File: src/rtl/dmem_arbiter.sv
// Round-robin arbiter that lets two requesters share a single-port data memory.
// Each access takes three cycles: IDLE (arbitrate and latch), ACCESS (memory strobe), RESP (completion).
module dmem_arbiter #(
  parameter int WIDTH = 32,
  parameter int DEPTH = 14
) (
  input  logic             clock,
  input  logic             reset_n,
  input  logic             a_req,
  input  logic             a_we,
  input  logic [WIDTH-1:0] a_addr,
  input  logic [WIDTH-1:0] a_wdata,
  output logic             a_gnt,
  output logic             a_rvalid,
  output logic [WIDTH-1:0] a_rdata,
  output logic             a_err,
  input  logic             b_req,
  input  logic             b_we,
  input  logic [WIDTH-1:0] b_addr,
  input  logic [WIDTH-1:0] b_wdata,
  output logic             b_gnt,
  output logic             b_rvalid,
  output logic [WIDTH-1:0] b_rdata,
  output logic             b_err,
  output logic [WIDTH-1:0] mem_addr,
  output logic [WIDTH-1:0] mem_wd,
  output logic             mem_read,
  output logic             mem_write,
  input  logic [WIDTH-1:0] mem_rd
);

  typedef enum logic [1:0] {IDLE, ACCESS, RESP} state_t;

  state_t           state_reg, state_next;
  logic             last_b_reg;
  logic             sel_b_reg;
  logic             we_reg;
  logic [WIDTH-1:0] addr_reg;
  logic [WIDTH-1:0] wdata_reg;
  logic [WIDTH-1:0] a_rdata_reg;
  logic [WIDTH-1:0] b_rdata_reg;
  logic             win_b;
  logic             in_range;
  logic [WIDTH-1:0] rd_value;

  // B wins when it is alone, or when both ask and A was served last.
  assign win_b    = b_req & (~a_req | ~last_b_reg);
  assign in_range = addr_reg < WIDTH'(DEPTH);
  assign rd_value = (in_range && !we_reg) ? mem_rd : '0;

  always_ff @(posedge clock or negedge reset_n) begin
    if (!reset_n) begin
      state_reg <= IDLE;
    end else begin
      state_reg <= state_next;
    end
  end

  always_ff @(posedge clock or negedge reset_n) begin
    if (!reset_n) begin
      last_b_reg <= 1'b1;
      sel_b_reg  <= 1'b0;
      we_reg     <= 1'b0;
      addr_reg   <= '0;
      wdata_reg  <= '0;
    end else if (state_reg == IDLE && (a_req || b_req)) begin
      last_b_reg <= win_b;
      sel_b_reg  <= win_b;
      we_reg     <= win_b ? b_we    : a_we;
      addr_reg   <= win_b ? b_addr  : a_addr;
      wdata_reg  <= win_b ? b_wdata : a_wdata;
    end
  end

  // Read data is captured from the combinational memory port as ACCESS ends.
  always_ff @(posedge clock or negedge reset_n) begin
    if (!reset_n) begin
      a_rdata_reg <= '0;
      b_rdata_reg <= '0;
    end else if (state_reg == ACCESS) begin
      if (sel_b_reg) begin
        b_rdata_reg <= rd_value;
      end else begin
        a_rdata_reg <= rd_value;
      end
    end
  end

  always_comb begin
    state_next = state_reg;
    a_gnt      = 1'b0;
    b_gnt      = 1'b0;
    a_rvalid   = 1'b0;
    b_rvalid   = 1'b0;
    a_err      = 1'b0;
    b_err      = 1'b0;
    mem_addr   = '0;
    mem_wd     = '0;
    mem_read   = 1'b0;
    mem_write  = 1'b0;
    case (state_reg)
      IDLE: begin
        if (a_req || b_req) begin
          state_next = ACCESS;
        end
      end
      ACCESS: begin
        state_next = RESP;
        a_gnt      = ~sel_b_reg;
        b_gnt      = sel_b_reg;
        if (in_range) begin
          mem_addr  = addr_reg;
          mem_read  = ~we_reg;
          mem_write = we_reg;
          mem_wd    = we_reg ? wdata_reg : '0;
        end
      end
      RESP: begin
        state_next = IDLE;
        a_rvalid   = ~sel_b_reg;
        b_rvalid   = sel_b_reg;
        a_err      = ~sel_b_reg & ~in_range;
        b_err      = sel_b_reg & ~in_range;
      end
      default: begin
        state_next = IDLE;
      end
    endcase
  end

  assign a_rdata = a_rdata_reg;
  assign b_rdata = b_rdata_reg;

endmodule

File: config.mk
export PLATFORM = sky130hd
export DESIGN_NAME = dmem_arbiter
export DESIGN_NICKNAME = d
export VERILOG_FILES = /design/src/rtl/dmem_arbiter.sv
export SDC_FILE = /design/constraint.sdc
export NUM_CORES = 1
export LEC_CHECK = 0
export CORE_MARGIN = 2
export CORE_UTILIZATION = 45
export DETAILED_ROUTE_END_ITERATION = 7
export GPL_TIMING_DRIVEN = 0
export PLACE_DENSITY_LB_ADDON = 0.3
export SLEW_MARGIN = 10
export SYNTH_ARGS = -nofsm -noshare
export SYNTH_HDL_FRONTEND = slang
export SYNTH_SLANG_ARGS = --single-unit
export TNS_END_PERCENT = 30
File: constraint.sdc
create_clock -name clock -period 4.4 [get_ports clock]
set_clock_uncertainty 0.1 [all_clocks]
set_input_delay 0.66 -clock clock [delete_from_list [all_inputs] [get_ports clock]]
set_output_delay 0.66 -clock clock [all_outputs]
set_load 0.1 [all_outputs]
# Word level (Yosys, flattened, before mapping)
# Cells that the tools add are included.
# totals
input_bits,166
ff_bits,133
out_inout_bits,136
ram_bits,0
mem_count,0
latchBits,0
word_cells,49
rom_bits,0
# classes
n_bitwise,9
eq_ne,3
magnitude_cmp,1
n_mul,0
muxes,21
div,0
n_reduce_logical,7
n_shift,0
n_addsub,0
# ops
cell,n
$mux 32,8
$lt 32x4->1 const B,1
$mux 1,11
$not 1->1,5
$pmux 2 s2,1
$reduce_and 2->1,2
$and 1x1->1,3
$eq 2x1->1 const B,1
$eq 2x2->1 const B,1
$logic_and 1x1->1,2
$logic_not 2->1,1
$mux 2,1
$ne 2x1->1 const B,1
$logic_not 1->1,1
$logic_or 1x1->1,1
$or 1x1->1,1

# Longest topological paths before layout
# logic_depth
word_depth,4
depth_mapped,7
ltp_nobuf,5

# Worst setup path after synthesis
# No wires, ideal clock.
# synth_timing
path_kind,reg2out
startpoint,register state_reg[0]
endpoint,output port a_err
path_stages_with_launch,3
n_path_buf,0
arrival_ns,3.619
t_required_ns,3.640
path_slack_ns,0.021
cell_sequence,dfrtp_1 > nor3b_1 > and2_1
# synth_via
elab_chain_len,2
# synth_rtl
item,line,source
"start, declared",34,"state_t state_reg, state_next;"
"start signal, assigned",55,state_reg <= state_next;
$eq 2x2->1,101,case (state_reg)
$mux 1,101,
"end, declared",16,"output logic a_err,"
# No other way between the ends.

# Worst setup path after layout
# layout_timing
startpoint,register addr_reg[27]
endpoint,output port mem_wd[24]
# layout_via
elab_chain_len,3
# layout_rtl
item,line,source
"start, declared",38,logic [WIDTH-1:0] addr_reg;
"start signal, assigned",70,addr_reg <= win_b ? b_addr : a_addr;
$lt 32x4->1,48,assign in_range = addr_reg < WIDTH'(DEPTH);
$mux 32,111,if (in_range) begin
$mux 32,101,
"end, declared",26,"output logic [WIDTH-1:0] mem_wd,"
# No other way between the ends.

==> out/summary.md <==
The run finished with clean final reports. The final global-route overflow total is 0, and the die extent in y is 123 um. The detailed-routing iteration count for the pre-antenna-repair pass came out at 7. The tools report the source of the worst register-to-register timing path as state_reg[0]$_DFFE_PN0P_.

The path category of the worst min-delay check is in -> async. The logs give 75 for the pin count of the biggest net entering global routing and 6.14 mW for the total chip power. Number of synthesis warnings: 0. TritonCTS built the clock tree. Before CTS, the worst setup slack after placement is 347 ps. Derived from the worst setup path, the maximum achievable clock frequency is 240 MHz. After synthesis, the share of flip-flops with an asynchronous set or reset is 100%. The clock-pin transition on the worst setup and hold timing paths is 50 ps, and the number of rows in the core area is 43. The number of distinct library cells after synthesis was 29; the last weighted congestion value of the routability-driven placer was 0.807. Hold repair after CTS inserted 0 buffers. The family with the most delay on the worst path is simple AND/OR/NAND/NOR gates.

Traced cell by cell, the critical path runs through nor4_1 -> nand4_1 -> nor3_2 -> clkbuf_1 -> and3_1 -> dlygate4sd2_1. The power density normalized to cell area is 609 nW/um^2, and the total clock buffers created by CTS is 17. The tools report the aggregate global-route resource usage as 26.2%. The detailed-route wire length per cell is 16.9 um, and the area of the core region is 13900 um^2. For the worst-skew pair, the clock arrives at the later sink with an insertion delay of 410 ps. The cell area that synthesis handed to floorplanning was 6380 um^2.

The tools report the relative slew slack as 29.8%. For the worst flop-to-flop path, the logic depth is 6. The first routing iteration left 382 violations. For this configuration, the core starts out at a cell density of 46.0%.

The slowest stage of the critical path belongs to the cell dlygate4sd2_1. The tools report the met2 capacity usage during global routing as 46.6%. Counting both buffers and inverters, the worst setup path holds a total of 2. Setup repair after global routing left no endpoint under its margin. The critical path in this run is classified as reg -> out. The tree built by TritonCTS fans out to 133 sinks. STA classifies the critical path endpoint as an output pin. For this run, global-route usage on met3 was measured as 6.50%. The post-cts sizing count is 30, and the largest vdd supply drop is 0.282 mV.

The layout cell share with drive strength beyond 1 is 9.05%. Counting the fill cells in the layout gives 1056. Worst-margin pin slew: 1050 ps. The die width came out at 123 um. For this run, the leading register cell type out of synthesis is dfrtp_1.

The most used routing layer in global routing was met2. The final setup violation count was 0. Sequential cells were found to cover 52.2% of the synthesized design area. The endpoint identified for the worst register-to-register timing path is addr_reg[6]$_DFFE_PN0P_.

Tracing the worst setup path back leads to its startpoint at addr_reg[27]$_DFFE_PN0P_. For the worst setup path, the data arrival time is 3410 ps. The data required time at the worst endpoint is 3640 ps, and the highest fanout seen on the critical path is 10. The gate count after technology mapping is 639.

For the buffer levels on the longest clock path, the log shows 2. The post-CTS setup buffer count is 0, and the area of the die is 15200 um^2. The H-tree was split into 4 levels. In this run the clock root is driven by a clkbuf_16. Once detail routing completed, the nets flagged for antenna violations numbered 0.

After detailed routing, the number of remaining DRC violations is 0. The aggregate negative setup slack was 0 ps. Max-cap violations in this run came to 0. The finished layout cell area was 10100 um^2. The worst hold slack after final layout was 108 ps. The critical path ends at mem_wd[24].

The number of nets in the layout was 1125; the register area was 3330 um^2. The logs give 0 for the hold violation count in the final report and 14700 um for the placed wire-length estimate. The cell count after placement came out at 1120. The initial antenna violation count was 0; the wire length of the first global-routing pass was 30000 um. Excluding fillers, the count of instances in the completed layout stands at 1152. The count of flip-flops with a built-in enable after synthesis works out to 0. In the layout the commonest cells are 241 x clkdlybuf4s50_1, 132 x dfrtp_1, 67 x nand2_1, 66 x nor2_1, 66 x a21oi_1. The area growth from synthesis to layout is 58.1%.

For the multi-input logic area, the log shows 2690 um^2. 0 antenna diodes ended up in the layout. Counting I/O delays and the setup requirement, the final critical path takes 4170 ps. The count of cell instances traversed by the critical path is 6. The final worst-path cycle share works out to 94.7%.

Summing all placed instances gives a cell area of 9470 um^2. Using the TritonRoute via totals, the vias-per-cell ratio works out to 5.13. The via count of the first global-routing pass was 5947.

The tools report the total I/O pin count as 302. The most common cell after layout, fill and taps aside was clkdlybuf4s50_1. For this block, the via count after detailed routing is 5907. The core occupancy in the finished layout was 72.7%; the synthesized area per cell was 9.99 um^2. The run gives 0 as the total count of max-transition violations in the final report. The tools report the leakage power as 4.52 nW. For met1 alone, demand over resource in global routing was 30.3%. For flop-to-flop paths, the worst setup slack is 2150 ps. For this run, the slowest stage of the critical path takes 860 ps.

STA classifies the critical path startpoint as a flip-flop. The number of flip-flops and latches in the synthesized netlist came out at 133. During placement, the flow inserted port buffers numbering 273.

In the post-route analysis, the smallest setup slack over all paths is 235 ps. The run gives 19500 um as the total detailed-routing wirelength.
[synthesized netlist by cell type (all sizes together), types with 2 or more instances]
master    n  area [um^2]
mux2i    65          651
nor2     66          248
o31ai    64          531
nand4     2         12.5
nand2b   33          206
nor3b     2         15.0
buf      43          303
nand2    67          251
and2      7         43.8
nor4      7         43.8
nor3      2         15.0
and3     32          200
dfrtp   132         3300
clkbuf   39          146
a21oi    66          330
inv       4         15.0
[metal layers]
metal  up-vias  share of wire, %  routed length, um
li1       2796                 -                  -
met5         -                 0                  0
met2       270                51               9930
met4         0               2.8                536
met1      2803                38               7490
met3        38               7.7               1500
[final cells by class]
class                           count  share of cell area (%)
Timing Repair Buffer              274                    26.9
Multi-Input combinational cell    447                    26.7
Inverter                            4                   0.149
Clock inverter                      8                    1.66
Clock buffer                       24                    4.97
Tap cell                          180                    2.23
Sequential cell                   133                    33.0
Buffer                             82                    4.45
[worst reg2reg max path, stage by stage, from the launching register on]
cell	delay, ps
dfrtp_1	400
nor2_1	270
o21a_1	170
clkbuf_1	190
clkbuf_1	400
clkbuf_1	440
a21oi_1	140
[report_power, final]
group | internal (mW) | total (mW) | switching [mW] | leakage [nW]
registers | 1.64 | 1.87 | 0.226 | 1.65
clock network | 1.08 | 1.59 | 0.510 | 0.326
logic | 0.767 | 2.68 | 1.92 | 2.55
total | 3.49 | 6.14 | 2.65 | 4.52
[how the worst min path moves through the flow]
stage	endpoint	slack [ps]	cells past startpoint
after global routing	b_rdata[10]$_DFFE_PN0P_	140	1
after floorplan	a_rdata[0]$_DFFE_PN0P_	260	0
after global placement	b_rdata[1]$_DFFE_PN0P_	360	2
final	b_rdata[10]$_DFFE_PN0P_	110	1
after detailed placement	a_rdata[1]$_DFFE_PN0P_	360	2
after CTS	a_rdata[10]$_DFFE_PN0P_	120	1
[cell families after synthesis]
group | synth area share [%]
AO/OA/AOI/OAI | 13.9
flip-flops | 52.2
multiplexers | 10.2
other | 0.0588
buffers and inverters | 7.27
AND/OR/NAND/NOR | 16.4
Power figures use the tool's default switching activity.
==> RTL change 1, RTL diff (same flow settings) <==
The 3 states of `state_t` get a one-hot encoding in 3 bits.
--- a/src/rtl/dmem_arbiter.sv
+++ b/src/rtl/dmem_arbiter.sv
@@ -30,5 +30,5 @@
 );
 
-  typedef enum logic [1:0] {IDLE, ACCESS, RESP} state_t;
+  typedef enum logic [2:0] {IDLE = 3'b001, ACCESS = 3'b010, RESP = 3'b100} state_t;
 
   state_t           state_reg, state_next;
Function: same outputs for any inputs over 10 cycles, from zero or initial values and one cycle with reset_n low; not proved beyond that.
==> RTL change 1 against the original RTL <==
Setup slack lost 0.058 ns. Clock power shrank 4%. Sequential cell count increased by 1. Total power is 26% higher. Highest routed layer unchanged. Fmax down 1.4%. Routed wire length grew 0.70%. Synthesized area rose by 2.0%. Synthesized cell count is 0.31% higher. Cell area grew 1.1%.
==> RTL change 1: results (changes against the original RTL) <==
Worst setup SP type register (unchanged); Inst Count DP 1,122 (was 1,120); Worst R2R Path Depth 7 (was 6); drt total wl 19,600 µm (was 19,500 µm); register area share after synthesis 0.516 (was 0.522); DR iter-0 viols 397 (was 382); Gate Count Post-Synth 641 (was 639); share of layout cells above drive strength 1 0.110 (was 0.0905); met3 routed WL 1360 µm (was 1500 µm); maximum VDD drop 0.000336 V (was 0.000282 V); gpl congestion 0.786 (was 0.807); Detail Placement HPWL 14,800 µm (was 14,700 µm); Clock Latency Late Sink roughly 0.42 ns; slowest CP cell dlygate4sd2_1 (unchanged); Reg-to-Reg End a_rdata[13]$_DFFE_PN0P_ (was addr_reg[6]$_DFFE_PN0P_); DP Area 9600 µm² (was 9470 µm²); clk root buf clkbuf_16 (unchanged); slew margin rel. 0.297 (was 0.298); number of distinct library cells after synthesis 28 (was 29); post-synthesis compound-gate area fraction 0.147 (was 0.139); pin count of the biggest net entering global routing 69 (was 75); Max clock buf depth 2 (unchanged); CP Max Fanout 10 (unchanged); largest cells by area after synthesis dfrtp_1 51%, mux2i_1 10%, nand2_1 7.6% (was dfrtp_1 52%, mux2i_1 10%, o31ai_1 6.4%); CP peak stage delay between 0.8 and 0.9 ns; first-pass iteration count of the detailed router 5 (was 7); top layer reached by signal wires met4 (unchanged); # H-tree levels 4 (unchanged); Async S/R FF share, synth 1.00 (unchanged); Top delay family on crit path simple AND/OR/NAND/NOR gates (unchanged); Synth Area in XOR/XNOR 0 (unchanged); Post-synth top flop dfrtp_1 (unchanged); top cells by count, synth 132 x dfrtp_1, 132 x nand2_1, 65 x mux2i_1, 65 x o21ai_0, 37 x o31ai_1 (was 132 x dfrtp_1, 67 x nand2_1, 66 x a21oi_1, 66 x nor2_1, 65 x mux2i_1); GRT Total Usage 0.258 (was 0.262); vias in the first global route 6,129 (was 5,947); CP Data Arrival Time 3.46 ns (was 3.41 ns); min-delay worst type in2async (unchanged); post-synthesis mux area share 0.103 (was 0.102); status finished clean (unchanged); reg2reg start addr_reg[17]$_DFFE_PN0P_ (was state_reg[0]$_DFFE_PN0P_); global-route wire length before repair 31,800 µm (was 30,000 µm); total CTS buffers 17 (unchanged); Pleak 4.77 nW (was 4.52 nW); Yosys warning count 0 (unchanged); Adder-Cell Fraction of Synth Area 0 (unchanged); Vias/cell 5.14 (was 5.13); Layout Cells excl Fill 1,154 (was 1,152); M1 wire length 7610 µm (was 7490 µm); Met2 Routed Length 10,100 µm (was 9930 µm)
RTL change 1: changes by cell type after synthesis, moves of 3 or more:
cell      unedited run  this run
a21oi_1             66         0
nand2_1             67       132
o21ai_0              1        65
nor2_1              66         5
o31ai_1             54        37
o31ai_2             10        27
clkbuf_1            39        36
RTL change 1: cells by family after synthesis:
kind of cell / after synthesis
and+or+nand+nor: 223
DFF: 134
AOI/OAI and AO/OA: 131
buffers and inverters: 85
muxes: 67
other: 1
RTL change 1: worst max-delay path by stage:
stage	depth (start not counted)	endpoint	slack, ns
2_1_floorplan	7	mem_read	0.23
3_3_place_gp	1	addr_reg[12]$_DFFE_PN0P_	-2.75
3_5_place_dp	6	mem_wd[23]	0.42
4_1_cts	8	mem_read	0.03
5_1_grt	6	mem_wd[23]	0.02
6_report	6	mem_wd[23]	0.18
RTL change 1: stage by stage:
step,hold WS (ns),setup slack (ns),util
after floorplan,0.264,0.227,-
after detailed placement,0.363,0.422,0.686
after global routing,0.177,0.0163,0.730
after CTS,0.142,0.0269,0.729
final,0.120,0.177,0.730
after global placement,0.353,-2.75,0.684
RTL change 1: layout make-up:
cell class	instances	area, µm²
Fill cell	1025	3780
Sequential cell	134	3360
Multi-Input combinational cell	449	2790
Timing Repair Buffer	274	2730
Clock buffer	23	498
Buffer	81	452
Tap cell	180	225
Clock inverter	9	145
Inverter	4	15.0
RTL change 1: routing by layer:
| metal | track usage | vias to the layer above |
|---|---|---|
| met2 | 0.451 | 254 |
| met3 | 0.0692 | 38 |
| met5 | 0 | - |
| met4 | 0.0919 | 0 |
| met1 | 0.306 | 2835 |
| li1 | - | 2807 |
RTL change 1: repair_timing:
action	in CTS	in global routing
pin swaps	0	0
hold buffers	0	0
gates resized for setup	30	1
setup buffers	0	0
endpoints found under the setup margin	30	1
RTL change 1: power by group:
group	internal [mW]	total [mW]	switching (mW)	leakage, nW
Sequential	1.81	2.12	0.312	1.72
Clock	1.02	1.53	0.515	0.323
Combinational	1.05	4.09	3.04	2.72
==> RTL change 2, RTL diff (config.mk and constraints unchanged) <==
Made on the original files. `WIDTH`: 32 -> 28.
--- a/src/rtl/dmem_arbiter.sv
+++ b/src/rtl/dmem_arbiter.sv
@@ -2,5 +2,5 @@
 // Each access takes three cycles: IDLE (arbitrate and latch), ACCESS (memory strobe), RESP (completion).
 module dmem_arbiter #(
-  parameter int WIDTH = 32,
+  parameter int WIDTH = 28,
   parameter int DEPTH = 14
 ) (
Ports: changed (9 resized); port bits go from 302 to 266. The function was not compared with the original's and may differ.
==> RTL change 2 against the original RTL <==
Cell area shrank 14%. Count of clock-buffer cells in the layout did not move. Synthesized cell count is 8.3% lower. Synthesized area decreased by 14%. Routed wire length decreased by 16%. Die area down 14%. Critical path depth stayed put. Sequential share of layout area increased by 0.86 points. Total power is 28% lower. Sequential cell count is 16 lower. Setup slack lost 0.075 ns. Worst hold slack worse by 0.00087 ns. Critical endpoint is now mem_wd[20]. Highest routed layer unchanged.
==> RTL change 2: results (changes against the original RTL) <==
status finished clean (unchanged); top cells by count, synth 171 x nand2_1, 116 x dfrtp_1, 73 x o21ai_0 (was 132 x dfrtp_1, 67 x nand2_1, 66 x a21oi_1, 66 x nor2_1, 65 x mux2i_1); post-synthesis mux area share 0.108 (was 0.102); Reg power frac 0.350 (was 0.304); I/O Buffers 241 (was 273); slew margin rel. 0.320 (was 0.298); flop2flop setup slack 1.94 ns (was 2.15 ns); vias in the first global route 5,264 (was 5,947); drt total wl 16,300 µm (was 19,500 µm); M1 GR Usage 0.291 (was 0.303); met3 routed WL 1290 µm (was 1500 µm); Pleak 4.02 nW (was 4.52 nW); met3 Use GR 0.0757 (was 0.0650); WL/cell 15.8 µm (was 16.9 µm); pwr dens 514 nW/µm² (was 609 nW/µm²); pin count of the biggest net entering global routing 65 (was 75); CP Data Arrival Time 3.48 ns (was 3.41 ns); largest cells by area after synthesis dfrtp_1 53%, nand2_1 12%, mux2i_1 10% (was dfrtp_1 52%, mux2i_1 10%, o31ai_1 6.4%); met2 GRT Util 0.442 (was 0.466); Worst setup startpoint addr_reg[17]$_DFFE_PN0P_ (was addr_reg[27]$_DFFE_PN0P_); Post-Place Setup Slack 0.366 ns (was 0.347 ns); share of layout cells above drive strength 1 0.112 (was 0.0905); end of the critical path mem_wd[20] (was mem_wd[24]); Vias/cell 5.13 (about the same); DP Area 8190 µm² (was 9470 µm²); number of distinct library cells after synthesis 27 (was 29); fmax 236 MHz (was 240 MHz); Inst Count DP 998 (was 1,120); maximum VDD drop 0.000223 V (was 0.000282 V); Internal 2.77 mW (was 3.49 mW); Reg-to-Reg End b_rdata[22]$_DFFE_PN0P_ (was addr_reg[6]$_DFFE_PN0P_); Gate Count Post-Synth 586 (was 639); register area share after synthesis 0.535 (was 0.522); hold_ws 0.107 ns (was 0.108 ns); post-synthesis compound-gate area fraction 0.106 (was 0.139); Detail Placement HPWL 12,600 µm (was 14,700 µm); DR iter-0 viols 443 (was 382); M1 wire length 6410 µm (was 7490 µm)
-- RTL change 2: cell types whose count changed in the layout (fill, tap and decap cells not counted), sizes merged, moves of 18 or more --
| cell | before | now |
|---|---|---|
| clkdlybuf4s50 | 241 | 206 |
| nand2b | 33 | 2 |
| clkbuf | 67 | 85 |
| nand2 | 67 | 171 |
| nor2 | 66 | 1 |
| o31ai | 64 | 0 |
| dlygate4sd2 | 26 | 0 |
| o21ai | 1 | 114 |
| a21oi | 66 | 0 |
-- RTL change 2: kinds of logic (layout without fill, tap and decap cells) --
logic type	Yosys count	after routing
AO/OA/AOI/OAI	115	115
buffers and inverters	71	345
flip-flops	117	117
multiplexers	59	59
other	1	24
AND/OR/NAND/NOR	223	223
-- RTL change 2: area by class of cell --
type / instances / area (µm²)
clock buffer: 24 / 502
inverter: 4 / 15.0
sequential: 117 / 2930
fill: 890 / 3310
multi-input combinational: 421 / 2240
timing repair buffer: 242 / 2310
buffer: 67 / 378
tap: 147 / 184
clock inverter: 8 / 97.6
